==> src/rtl/aes_if_pkg.sv <==
// Shared types and constants for the AES byte-serial host initiator.
// Byte 0 of a 128-bit block sits in bits [127:120].
package aes_if_pkg;

  localparam int AES_BLOCK_BYTES = 16;
  localparam int AES_BYTE_W      = 8;

  typedef enum logic [2:0] {
    ST_IDLE    = 3'd0,
    ST_LOAD    = 3'd1,
    ST_WAIT    = 3'd2,
    ST_CAPTURE = 3'd3,
    ST_OUTPUT  = 3'd4
  } aes_host_state_e;

  function automatic logic [AES_BYTE_W-1:0] byte_of(
    input logic [127:0] blk,
    input logic [3:0]   idx
  );
    logic [127:0] t;
    t = blk << {idx, 3'b000};
    return t[127:120];
  endfunction

endpackage

==> src/rtl/aes_block_shreg.sv <==
// 128-bit block register: parallel load, shift left one byte,
// new byte enters at the low end. Exposes the top OUT_W bits.
module aes_block_shreg
  import aes_if_pkg::*;
#(
  parameter int OUT_W = 128
) (
  input  logic                  clk,
  input  logic                  rst,
  input  logic                  load_i,
  input  logic [127:0]          load_val_i,
  input  logic                  shift_i,
  input  logic [AES_BYTE_W-1:0] byte_i,
  output logic [OUT_W-1:0]      q_o
);

  localparam int W = AES_BLOCK_BYTES * AES_BYTE_W;

  logic [W-1:0] q_q;

  // Load has priority over shift.
  always_ff @(posedge clk) begin
    if (rst) begin
      q_q <= '0;
    end else if (load_i) begin
      q_q <= load_val_i;
    end else if (shift_i) begin
      q_q <= {q_q[W-AES_BYTE_W-1:0], byte_i};
    end
  end

  assign q_o = q_q[W-1 -: OUT_W];

endmodule

==> src/rtl/aes_byte_host_if.sv <==
// Host-side initiator for the byte-serial AES-128 core: loads key and
// plaintext a byte per cycle, collects 16 ciphertext bytes.
module aes_byte_host_if
  import aes_if_pkg::*;
#(
  parameter int TIMEOUT_CYCLES = 511
) (
  input  logic         clk,
  input  logic         rst,
  input  logic         in_valid,
  output logic         in_ready,
  input  logic [127:0] in_key,
  input  logic [127:0] in_block,
  output logic         out_valid,
  input  logic         out_ready,
  output logic [127:0] out_block,
  output logic         out_error,
  output logic         busy,
  output logic         core_rst,
  output logic [7:0]   core_key_in,
  output logic [7:0]   core_data_in,
  input  logic [7:0]   core_data_out,
  input  logic         core_data_valid
);

  localparam int TO_W = $clog2(TIMEOUT_CYCLES + 1);
  localparam logic [TO_W-1:0] TO_LAST = TO_W'(TIMEOUT_CYCLES - 1);
  localparam logic [3:0] LAST_BYTE = 4'(AES_BLOCK_BYTES - 1);

  aes_host_state_e state_q, state_d;
  logic [3:0]      cnt_q, cnt_d;
  logic [TO_W-1:0] to_q, to_d;
  logic            err_q, err_d;
  logic            rdy_q;
  logic            accept;
  logic            ld_shift;
  logic            cap_shift;
  logic            res_clr;
  logic [7:0]      key_top;
  logic [7:0]      dat_top;
  logic [127:0]    res_q;

  assign accept    = in_valid && rdy_q;
  assign ld_shift  = (state_q == ST_LOAD);
  assign cap_shift = core_data_valid &&
                     ((state_q == ST_WAIT) ||
                      (state_q == ST_CAPTURE));

  aes_block_shreg #(.OUT_W(8)) u_key_sr (
    .clk        (clk),
    .rst        (rst),
    .load_i     (accept),
    .load_val_i (in_key),
    .shift_i    (ld_shift),
    .byte_i     (8'h00),
    .q_o        (key_top)
  );

  aes_block_shreg #(.OUT_W(8)) u_dat_sr (
    .clk        (clk),
    .rst        (rst),
    .load_i     (accept),
    .load_val_i (in_block),
    .shift_i    (ld_shift),
    .byte_i     (8'h00),
    .q_o        (dat_top)
  );

  // Result is cleared on accept and on any error so a failed
  // request always presents an all-zero block.
  aes_block_shreg #(.OUT_W(128)) u_res_sr (
    .clk        (clk),
    .rst        (rst),
    .load_i     (res_clr),
    .load_val_i (128'h0),
    .shift_i    (cap_shift),
    .byte_i     (core_data_out),
    .q_o        (res_q)
  );

  // Next-state, byte counter, timeout counter and error flag.
  always_comb begin
    state_d = state_q;
    cnt_d   = cnt_q;
    to_d    = to_q;
    err_d   = err_q;
    res_clr = 1'b0;
    unique case (state_q)
      ST_IDLE: begin
        if (accept) begin
          cnt_d   = '0;
          err_d   = 1'b0;
          res_clr = 1'b1;
          state_d = ST_LOAD;
        end
      end
      ST_LOAD: begin
        cnt_d = cnt_q + 4'd1;
        to_d  = '0;
        if (cnt_q == LAST_BYTE) state_d = ST_WAIT;
      end
      ST_WAIT: begin
        to_d = to_q + TO_W'(1);
        if (core_data_valid) begin
          cnt_d   = 4'd1;
          state_d = ST_CAPTURE;
        end else if (to_q == TO_LAST) begin
          err_d   = 1'b1;
          res_clr = 1'b1;
          state_d = ST_OUTPUT;
        end
      end
      ST_CAPTURE: begin
        if (core_data_valid) begin
          cnt_d = cnt_q + 4'd1;
          if (cnt_q == LAST_BYTE) state_d = ST_OUTPUT;
        end else begin
          err_d   = 1'b1;
          res_clr = 1'b1;
          state_d = ST_OUTPUT;
        end
      end
      ST_OUTPUT: begin
        if (out_ready) begin
          err_d   = 1'b0;
          state_d = ST_IDLE;
        end
      end
      default: state_d = ST_IDLE;
    endcase
  end

  // State registers; in_ready is registered so it rises one cycle
  // after reset release and drops the cycle after an accept.
  always_ff @(posedge clk) begin
    if (rst) begin
      state_q <= ST_IDLE;
      cnt_q   <= '0;
      to_q    <= '0;
      err_q   <= 1'b0;
      rdy_q   <= 1'b0;
    end else begin
      state_q <= state_d;
      cnt_q   <= cnt_d;
      to_q    <= to_d;
      err_q   <= err_d;
      rdy_q   <= (state_d == ST_IDLE);
    end
  end

  assign in_ready     = rdy_q;
  assign out_valid    = (state_q == ST_OUTPUT);
  assign out_error    = err_q;
  assign out_block    = res_q;
  assign busy         = (state_q != ST_IDLE);
  assign core_rst     = !(state_q inside {ST_LOAD, ST_WAIT, ST_CAPTURE});
  assign core_key_in  = ld_shift ? key_top : 8'h00;
  assign core_data_in = ld_shift ? dat_top : 8'h00;

endmodule

==> config.mk <==
export PLATFORM = sky130hd
export DESIGN_NAME = aes_byte_host_if
export DESIGN_NICKNAME = d
export VERILOG_FILES = /design/src/rtl/aes_if_pkg.sv /design/src/rtl/aes_block_shreg.sv /design/src/rtl/aes_byte_host_if.sv
export SDC_FILE = /design/constraint.sdc
export NUM_CORES = 1
export LEC_CHECK = 0
export ABC_AREA = 1
export CORE_MARGIN = 3
export CORE_UTILIZATION = 40
export DETAILED_ROUTE_END_ITERATION = 16
export GPL_TIMING_DRIVEN = 0
export PLACE_DENSITY = 0.72
export SLEW_MARGIN = 10
export SYNTH_ARGS = -nofsm -noshare
export SYNTH_HDL_FRONTEND = slang
export SYNTH_SLANG_ARGS = --single-unit
==> constraint.sdc <==
create_clock -name clk -period 2.2 [get_ports clk]
set_input_delay 0.22 -clock clk [delete_from_list [all_inputs] [get_ports clk]]
set_output_delay 0.22 -clock clk [all_outputs]
set_load 0.02 [all_outputs]
# Word-level counts from Yosys, hierarchy flattened
# Index checks and enable logic that the tools add are counted.
# W data, S select, Z words.
# totals
ff_bits	402
word_cells	68
input_bits	269
# classes
reduce_logical	15
eq_ne	13
addsub	2
mux	30
# op_table
op	count
$mux W128	4
$mux W3	7
$pmux W9 S2	1
$mux W8	2
$pmux W4 S4	1
$pmux W3 S5	1
$mux W4	3
$ne A2 B2 Y1 const B	5
$add A9 B1 Y9 const B	1
$eq A9 B9 Y1 const B	1
$mux W1	9
$reduce_bool A4 Y1	2
$eq A3 B2 Y1 const B	2
$logic_not A3 Y1	2
$reduce_and A6 Y1	1
$reduce_bool A3 Y1	2
$add A4 B1 Y4 const B	1
$eq A4 B4 Y1 const B	1
$ne A2 B1 Y1 const B	2
$pmux W1 S4	1
$reduce_and A4 Y1	1
$reduce_bool A2 Y1	2
$eq A3 B1 Y1 const B	1
$eq A3 B3 Y1 const B	1
other kinds (5)	6

# Logic depth before layout (Yosys ltp)
# Gate-level depths: netlist of run 1.
# depth
word_depth	5
ltp_mapped	10
depth_no_buf	9

# Cells and area by module
# A second synthesis of run 1 with hierarchy kept.
# hier_totals
hier_cells	3135
area_unflattened_um2	19937.9
# modules_own_cells
mod	seq_area_each_um2	area_each_um2	n_inst	cells_each
aes_block_shreg at u_dat_sr ...	2562.5	6267.3	2	979
aes_block_shreg at u_res_sr	2562.5	6207.2	1	971
aes_byte_host_if	360.3	1196.1	1	206

# Worst setup path after synthesis of run 1
# Ideal clock, no wire load.
# synth_timing
path_kind	reg2reg
start	register rdy_q (netlist: in_ready)
end	register u_dat_sr.q_q[127]
path_slack_ps	673
setup_time_ps	74
period_less_slack_ps	1527
path_buffers	2
stages_incl_launch_ff	7
t_arrival_ps	1453
t_required_ps	2126
path_cell_list	dfxtp_1 > nand2_2 > inv_1 > clkbuf_1 > clkbuf_1 > nand2_1 > a31oi_1
# synth_between
elab_chain_len	2
word_cells_on_any_way	3
classes_between	mux: 1; reduce/logical: 2
# synth_lines
element	line_no	source
from (decl)	aes_byte_host_if.sv:34	logic rdy_q;
from (signal assigned)	aes_byte_host_if.sv:147	rdy_q <= (state_d == ST_IDLE);
$logic_and A1 B1 Y1 *	aes_byte_host_if.sv:43	assign accept = in_valid && rdy_q;
$mux W128 / $reduce_bool A2 Y1 (equally long branches)	n/a	
to (signal assigned)	aes_block_shreg.sv:26	q_q <= load_val_i;
to (signal assigned)	aes_block_shreg.sv:28	q_q <= {q_q[W-AES_BYTE_W-1:0], byte_i};
to (decl)	aes_block_shreg.sv:19	logic [W-1:0] q_q;
# Mark *: on every way between the ends. The rest lies on a longest branch, timed or not.
# A chain may end at the register's enable or synchronous reset.

# Worst setup path in the final report of run 1
# layout_timing
start	register state_q[2]
end	output core_key_in[1]
# layout_between
elab_chain_len	2
# layout_lines
element	line_no	source
from (decl)	aes_byte_host_if.sv:30	aes_host_state_e state_q, state_d;
from (signal assigned)	aes_byte_host_if.sv:143	state_q <= state_d;
$eq A3 B1 Y1	aes_byte_host_if.sv:44	assign ld_shift = (state_q == ST_LOAD);
$mux W8	aes_byte_host_if.sv:157	assign core_key_in = ld_shift ? key_top : 8'h00;
to (decl)	aes_byte_host_if.sv:20	output logic [7:0] core_key_in,
# Every way passes these cells.

==> metrics.csv, run 1 <==
metric,value,unit
fin util,56.2,%
Starting Density,40.8,%
DR vias,17632,
Area Growth Syn to Fin,37.7,%
combinational power share,9.9,%
relative slew slack,54.0,%
CP peak stage delay,0.36,ns
worst-path maximum fanout,10,
die area,44400,sq um
RSZ-0062 raised after global routing,no,
Yosys cell types,20,
Layout Skew,0.0206,ns
Detail Route Antenna Nets,0,
wire per inst,17.1,microns
io pins,418,
worst path required time,1.98,ns
Tot Pwr,16.7,mW
maximum clock frequency,0.471,GHz
clock-pin slew on the worst setup and hold paths,0.06,ns
pin count of the biggest net entering global routing,14,
postcts setup bufs,0,
Worst Hold Class,primary input to flop,
Die Ht,211,microns
layout cells sized above 1,6.96,%
Crit Path Class,flop to output port,
slew at the pin closest to its max-slew limit,0.689,ns
final design area excluding fillers,23100,sq um
H-tree depth,2,
WP data arrival,1.90,ns
Die X,211,microns
Post-Place Setup Slack,-0.442,ns
fin crit share,96.5,%
grt total ovfl,0,
post-synth top area share,48.0,%
Net Sw Frac,24.6,%
Synth Cell Area,16800,sq um
Synthesized Nets,2681,
Bufs on Longest Clock Path,3,
clk sinks,402,
number of port buffers,416,
overall routing resource usage,25.5,%
fin crit period,2.12,ns
Max Cap Violations,0,
Power Density,724,nW/um^2
Yosys reg bits,402,
max-slew violations,0,
placed cell area,21600,sq um
CP max-delay cell,dfxtp_2,
Yosys top cell by area,dfxtp_1,
NetSw,4.11,mW
hold bufs inserted after CTS,0,
Reg power frac,46.0,%
CP cell instances,"inv_4, nand3_4, buf_6, nor2_2, clkdlybuf4s15_2",
post-CTS sizing,74,
Post-synth EDFFs,0,
post-synthesis sequential area ratio,48.0,%
CTS tree,yes,
VDD IR max,0.463,mV
Final Hold Viols,0,
fin nets,3143,
gpl congestion,0.886,
Post-synth top cells,"nand2_1 (939), dfxtp_1 (402), nand3_1 (248)",
Iter 0 DRT Violations,1252,
via-per-instance ratio,5.12,
Final setup viols,0,
asr flop ratio synth,0,%
vias in the first global route,16945,
mean post-synth cell area,6.96,sq um
CTS root buf,clkbuf_16,
CP startpoint kind,flop,
"Clk Latency, worst-skew pair",0.56,ns
largest cells by area after synthesis,"dfxtp_1 (48%), nand2_1 (21%), a31oi_1 (9.0%), nand3_1 (7.4%), nor2_1 (3.8%)",
Clk pwr share,44.1,%
Core Area,41100,sq um
top cell family by delay on the critical path,buffers and inverters,
Leak,8.50,nW
Syn Inst Count,2409,
ys flop type,dfxtp_1,
WP buf/inv,3,
Yosys warning total,0,
Final Routed Wirelength,59000,microns
Pint,12.6,mW
Std-Cell Rows,74,
final routed DRC violation total,0,
top-count cell post-synth,nand2_1,
crit end category,output port,
global-route wire length before repair,89500,microns
drt first pass iters,6,
placed wire-length estimate,45900,microns
CTS buffer count,44,
"Worst Setup Slack, final",0.0762,ns
initial antenna violation count,19,
outcome,finished clean,
==> cell usage in the layout (no fill, tap or decap), types with 3 or more instances in the layout <==
cell and instances:
nand2_1 939, dfxtp_1 399, clkdlybuf4s50_1 399, nand3_1 248
a31oi_1 242, inv_1 166, nor2_1 158, clkbuf_1 91
buf_2 81, clkbuf_16 46, a21oi_1 28, buf_4 19
o21ai_0 16, diode_2 11, nor2_2 11, clkbuf_8 10
clkbuf_2 6, clkinv_2 6, buf_1 5, ha_1 3
dfxtp_2 3
==> cells by family after synthesis <==
group	after synthesis	synth area share, %
buffers and inverters	350	8.77
adder cells (fa/ha/maj)	3	0.224
AND/OR/NAND/NOR	1367	32.6
AO/OA/AOI/OAI	287	10.4
flip-flops	402	48.0
==> metal layers <==
layer  vias up  global-route usage [%]  wire length (microns)
met5         -                       0                    114
met4        18                    12.0                   2490
met3       140                    6.62                   4970
met2       701                    42.4                  27200
met1      8069                    31.0                  24300
li1       8704                       -                      -
==> sequential cells by signal (all words and copies together) (netlist names) <==
register and count:
cnt_q 4, u_key_sr.q_q 128, state_q 3, in_ready 1, to_q 9, u_res_sr.q_o 128
u_dat_sr.q_q 128, out_error 1
==> path summary, 6_finish.rpt <==
| kind | startpoint | end | slack (ns) | depth (start not counted) |
|---|---|---|---|---|
| setup / recovery | state_q[2] | core_key_in[1] | 0.08 | 5 |
| hold / removal | in_block[7] | u_dat_sr.q_q[7] | 0.23 | 3 |
| setup reg to reg | in_ready | u_dat_sr.q_q[117] | 0.21 | 6 |
| hold reg to reg | u_dat_sr.q_q[0] | u_dat_sr.q_q[0] | 0.46 | 2 |
==> power groups by stage <==
stage | Sequential [mW] | Combinational, mW | Clock (mW)
floorplan | 7.80 | 0.808 | 0
global placement | 7.83 | 1.61 | 0
detailed placement | 7.83 | 1.63 | 0
CTS | 7.68 | 1.64 | 7.48
global route | 7.70 | 1.80 | 7.77
finish | 7.69 | 1.65 | 7.37
==> layout make-up <==
class / instances / area [sq um]
clock buffer: 66 / 1330
clock inverter: 13 / 119
tap: 532 / 666
multi-input combinational: 1657 / 7300
inverter: 169 / 637
antenna: 11 / 27.5
sequential: 402 / 8050
timing repair buffer: 416 / 4110
fill: 3911 / 18000
buffer: 181 / 853
==> worst register-to-register path: stages (launching register included) <==
cell and delay (ns):
dfxtp_1 0.34, nand2_2 0.17, inv_1 0.25, clkbuf_2 0.43, clkbuf_1 0.42, nand2_1 0.11
a31oi_1 0.19
==> through the flow <==
step | cells | hold slack (ns) | TNS, ns
after floorplan | 2409 | 0.369 | 0
after global placement | 3357 | 0.449 | -60.80
after detailed placement | 3357 | 0.458 | -66.53
after CTS | 3436 | 0.190 | 0
after global routing | 3444 | 0.235 | 0
final | 3447 | 0.226 | 0
No activity file was read; power rests on OpenSTA's default activity.
==> run 2, diff against run 1 <==
--- a/config.mk
+++ b/config.mk
@@ -6,6 +6,7 @@
 export NUM_CORES = 1
 export LEC_CHECK = 0
 export ABC_AREA = 1
+export CORE_ASPECT_RATIO = 0.8
 export CORE_MARGIN = 3
 export CORE_UTILIZATION = 40
 export DETAILED_ROUTE_END_ITERATION = 16
==> run 2 against run 1 <==
  * Routed wire length decreased by 1.6%
  * Final cell count down 0.20%
  * Register-to-register slack worse by 0.05 ns
  * Worst hold slack better by 0.020 ns
  * Clock skew is 0.0051 ns lower
  * Critical path type unchanged
  * Highest routed layer unchanged
==> metrics.csv, run 2 (synthesis gave the netlist of run 1 again) <==
metric,value,unit,change
Detail Route Antenna Nets,0,,unchanged
grt total ovfl,0,,unchanged
Iter 0 DRT Violations,1453,,+16%
overall routing resource usage,24.9,%,-0.55 points
Max Cap Violations,0,,unchanged
DR vias,17819,,+1.1%
final routed DRC violation total,0,,unchanged
slew at the pin closest to its max-slew limit,0.697,ns,+0.00811 ns
WP data arrival,1.89,ns,about the same
fin crit period,2.11,ns,-0.0133 ns
worst-path maximum fanout,10,,unchanged
placed cell count,3369,,+0.36%
Layout Cells excl Fill,3440,,-0.20%
gpl congestion,0.902,,+1.7%
Worst Hold Depth,3,,unchanged
placed wire-length estimate,45600,microns,-0.66%
CTS buffer count,41,,-6.8%
Power Density,728,nW/um^2,+0.56%
placed cell area,21600,sq um,about the same
clk sinks,402,,unchanged
most frequent cells in the layout,"nand2_1 (939), dfxtp_1 (401), clkdlybuf4s50_1 (399), nand3_1 (248), a31oi_1 (242)",,
wire per inst,16.9,microns,-1.4%
CP cell instances,"inv_4, nand3_4, buf_6, nor2_2, clkdlybuf4s15_2",,
pin count of the biggest net entering global routing,14,,unchanged
Crit Path Class,flop to output port,,
CP max-delay cell,dfxtp_1,,
Final Routed Wirelength,58000,microns,-1.6%
clock-pin slew on the worst setup and hold paths,0.07,ns,about the same
CTS root buf,clkbuf_16,,
global-route wire length before repair,89600,microns,about the same
fin nets,3141,,-0.064%
hold path start,in_key[4],,
io pins,418,,unchanged
VDD IR max,0.477,mV,+3.0%
Area Growth Syn to Fin,37.9,%,
max-slew violations,0,,unchanged
FF-to-FF setup slack,0.16,ns,-0.05 ns
RR Startpoint,in_ready,,
initial antenna violation count,5,,-14
Bufs on Longest Clock Path,3,,unchanged
Die Ht,189,microns,-10%
drt first pass iters,6,,unchanged
fin crit share,95.9,%,-0.61 points
relative slew slack,53.5,%,-0.54 points
worst path required time,1.98,ns,about the same
Final Hold Viols,0,,unchanged
CP startpoint kind,flop,,
reg-to-reg critical path endpoint,u_key_sr.q_q[122],,
Final setup viols,0,,unchanged
Core Area,41000,sq um,-0.16%
final design area excluding fillers,23100,sq um,+0.13%
fin util,56.3,%,+0.17 points
Starting Density,40.8,%,+0.067 points
Die X,235,microns,+11%
Leak,8.50,nW,about the same
Layout Skew,0.0156,ns,-0.00506 ns
hold bufs inserted after CTS,0,,unchanged
number of port buffers,416,,unchanged
"Clk Latency, worst-skew pair",0.54,ns,-0.02 ns
Std-Cell Rows,66,,-11%
crit end category,output port,,
outcome,finished clean,,
die area,44400,sq um,about the same
Worst Hold Class,primary input to flop,,
Hold Path Sink,u_key_sr.q_q[4],,
"commonest non-fill, non-tap cell in the layout",nand2_1,,
H-tree depth,2,,unchanged
via-per-instance ratio,5.18,,+1.3%
vias in the first global route,16752,,-1.1%
maximum clock frequency,0.474,GHz,+0.63%
Worst R2R Path Depth,6,,unchanged
CP peak stage delay,0.38,ns,+0.02 ns
layout cells sized above 1,6.32,%,-0.63 points
CTS tree,yes,,
run 2: changes by cell type in the layout (fill, tap and decap cells not counted), moves of 2 or more:
cell | before | now
clkbuf_1 | 91 | 85
clkinv_4 | 2 | 0
dfxtp_1 | 399 | 401
bufinv_16 | 1 | 6
nor2_1 | 158 | 166
clkdlybuf4s15_2 | 1 | 7
buf_2 | 81 | 72
clkbuf_16 | 46 | 43
clkbuf_2 | 6 | 4
diode_2 | 11 | 1
dfxtp_2 | 3 | 1
nor2_2 | 11 | 3
dlygate4sd2_1 | 0 | 8
run 2: what timing repair did:
item,in CTS,in global routing
setup buffers,2,0
gates resized for setup,46,7
endpoints found under the setup margin,179,19
pin swaps,1,0
run 2: worst max path at each step:
stage / start / cells past startpoint / slack (ns) / to
after detailed placement: state_q[2] / 6 / -0.64 / core_data_in[5]
after CTS: state_q[0] / 4 / 0.01 / core_rst
after global placement: state_q[2] / 6 / -0.63 / core_data_in[5]
final: state_q[2] / 5 / 0.09 / core_data_in[4]
after floorplan: in_ready / 6 / 0.67 / u_dat_sr.q_q[127]
after global routing: in_ready / 6 / -0.004 / u_key_sr.q_q[112]
run 2: critical path: cells and delay by family (launching register included):
family,cells,cell delay (ns)
simple gates,2,0.32
buf+inv,3,0.65
flops,1,0.38
run 2: routing by layer:
| metal | track usage, % | wire length (microns) | up-vias |
|---|---|---|---|
| li1 | - | - | 8679 |
| met1 | 34.9 | 26200 | 8327 |
| met2 | 38.9 | 25500 | 712 |
| met3 | 5.48 | 4770 | 93 |
| met4 | 7.11 | 1450 | 8 |
| met5 | 0 | 55 | - |
run 2: final cells by class:
type	count	area, sq um
Multi-Input combinational cell	1657	7280
Timing Repair Buffer	418	4190
Sequential cell	402	8050
Antenna cell	1	2.50
Tap cell	544	681
Clock inverter	13	221
Fill cell	3786	17900
Buffer	180	845
Clock buffer	56	1210
Inverter	169	639
run 2: where the power goes:
| part | internal (mW) | switching [mW] | total, mW |
|---|---|---|---|
| clock network | 4.55 | 2.91 | 7.46 |
| registers | 7.54 | 0.149 | 7.68 |
| logic | 0.759 | 0.916 | 1.68 |
| total | 12.8 | 3.97 | 16.8 |
run 2: per-stage QoR:
stage          setup TNS [ns]  total power [mW]  hold WS [ns]  worst slack (ns)
2_1_floorplan               0              8.60         0.369             0.673
3_3_place_gp           -80.07              9.45         0.450            -0.632
3_5_place_dp           -82.06              9.48         0.456            -0.645
4_1_cts                     0              16.9         0.216            0.0115
5_1_grt              -0.00383              17.4         0.246          -0.00383
6_report                    0              16.8         0.245            0.0895
==> run 3, diff against run 2 <==
--- a/config.mk
+++ b/config.mk
@@ -6,6 +6,8 @@
 export NUM_CORES = 1
 export LEC_CHECK = 0
 export ABC_AREA = 1
+export ABC_CLOCK_PERIOD_IN_PS = 2200
+export CAP_MARGIN = 10
 export CORE_ASPECT_RATIO = 0.8
 export CORE_MARGIN = 3
 export CORE_UTILIZATION = 40
==> results of run 3 <==
No change in the layout: final DEF, timing and power equal those of run 2.
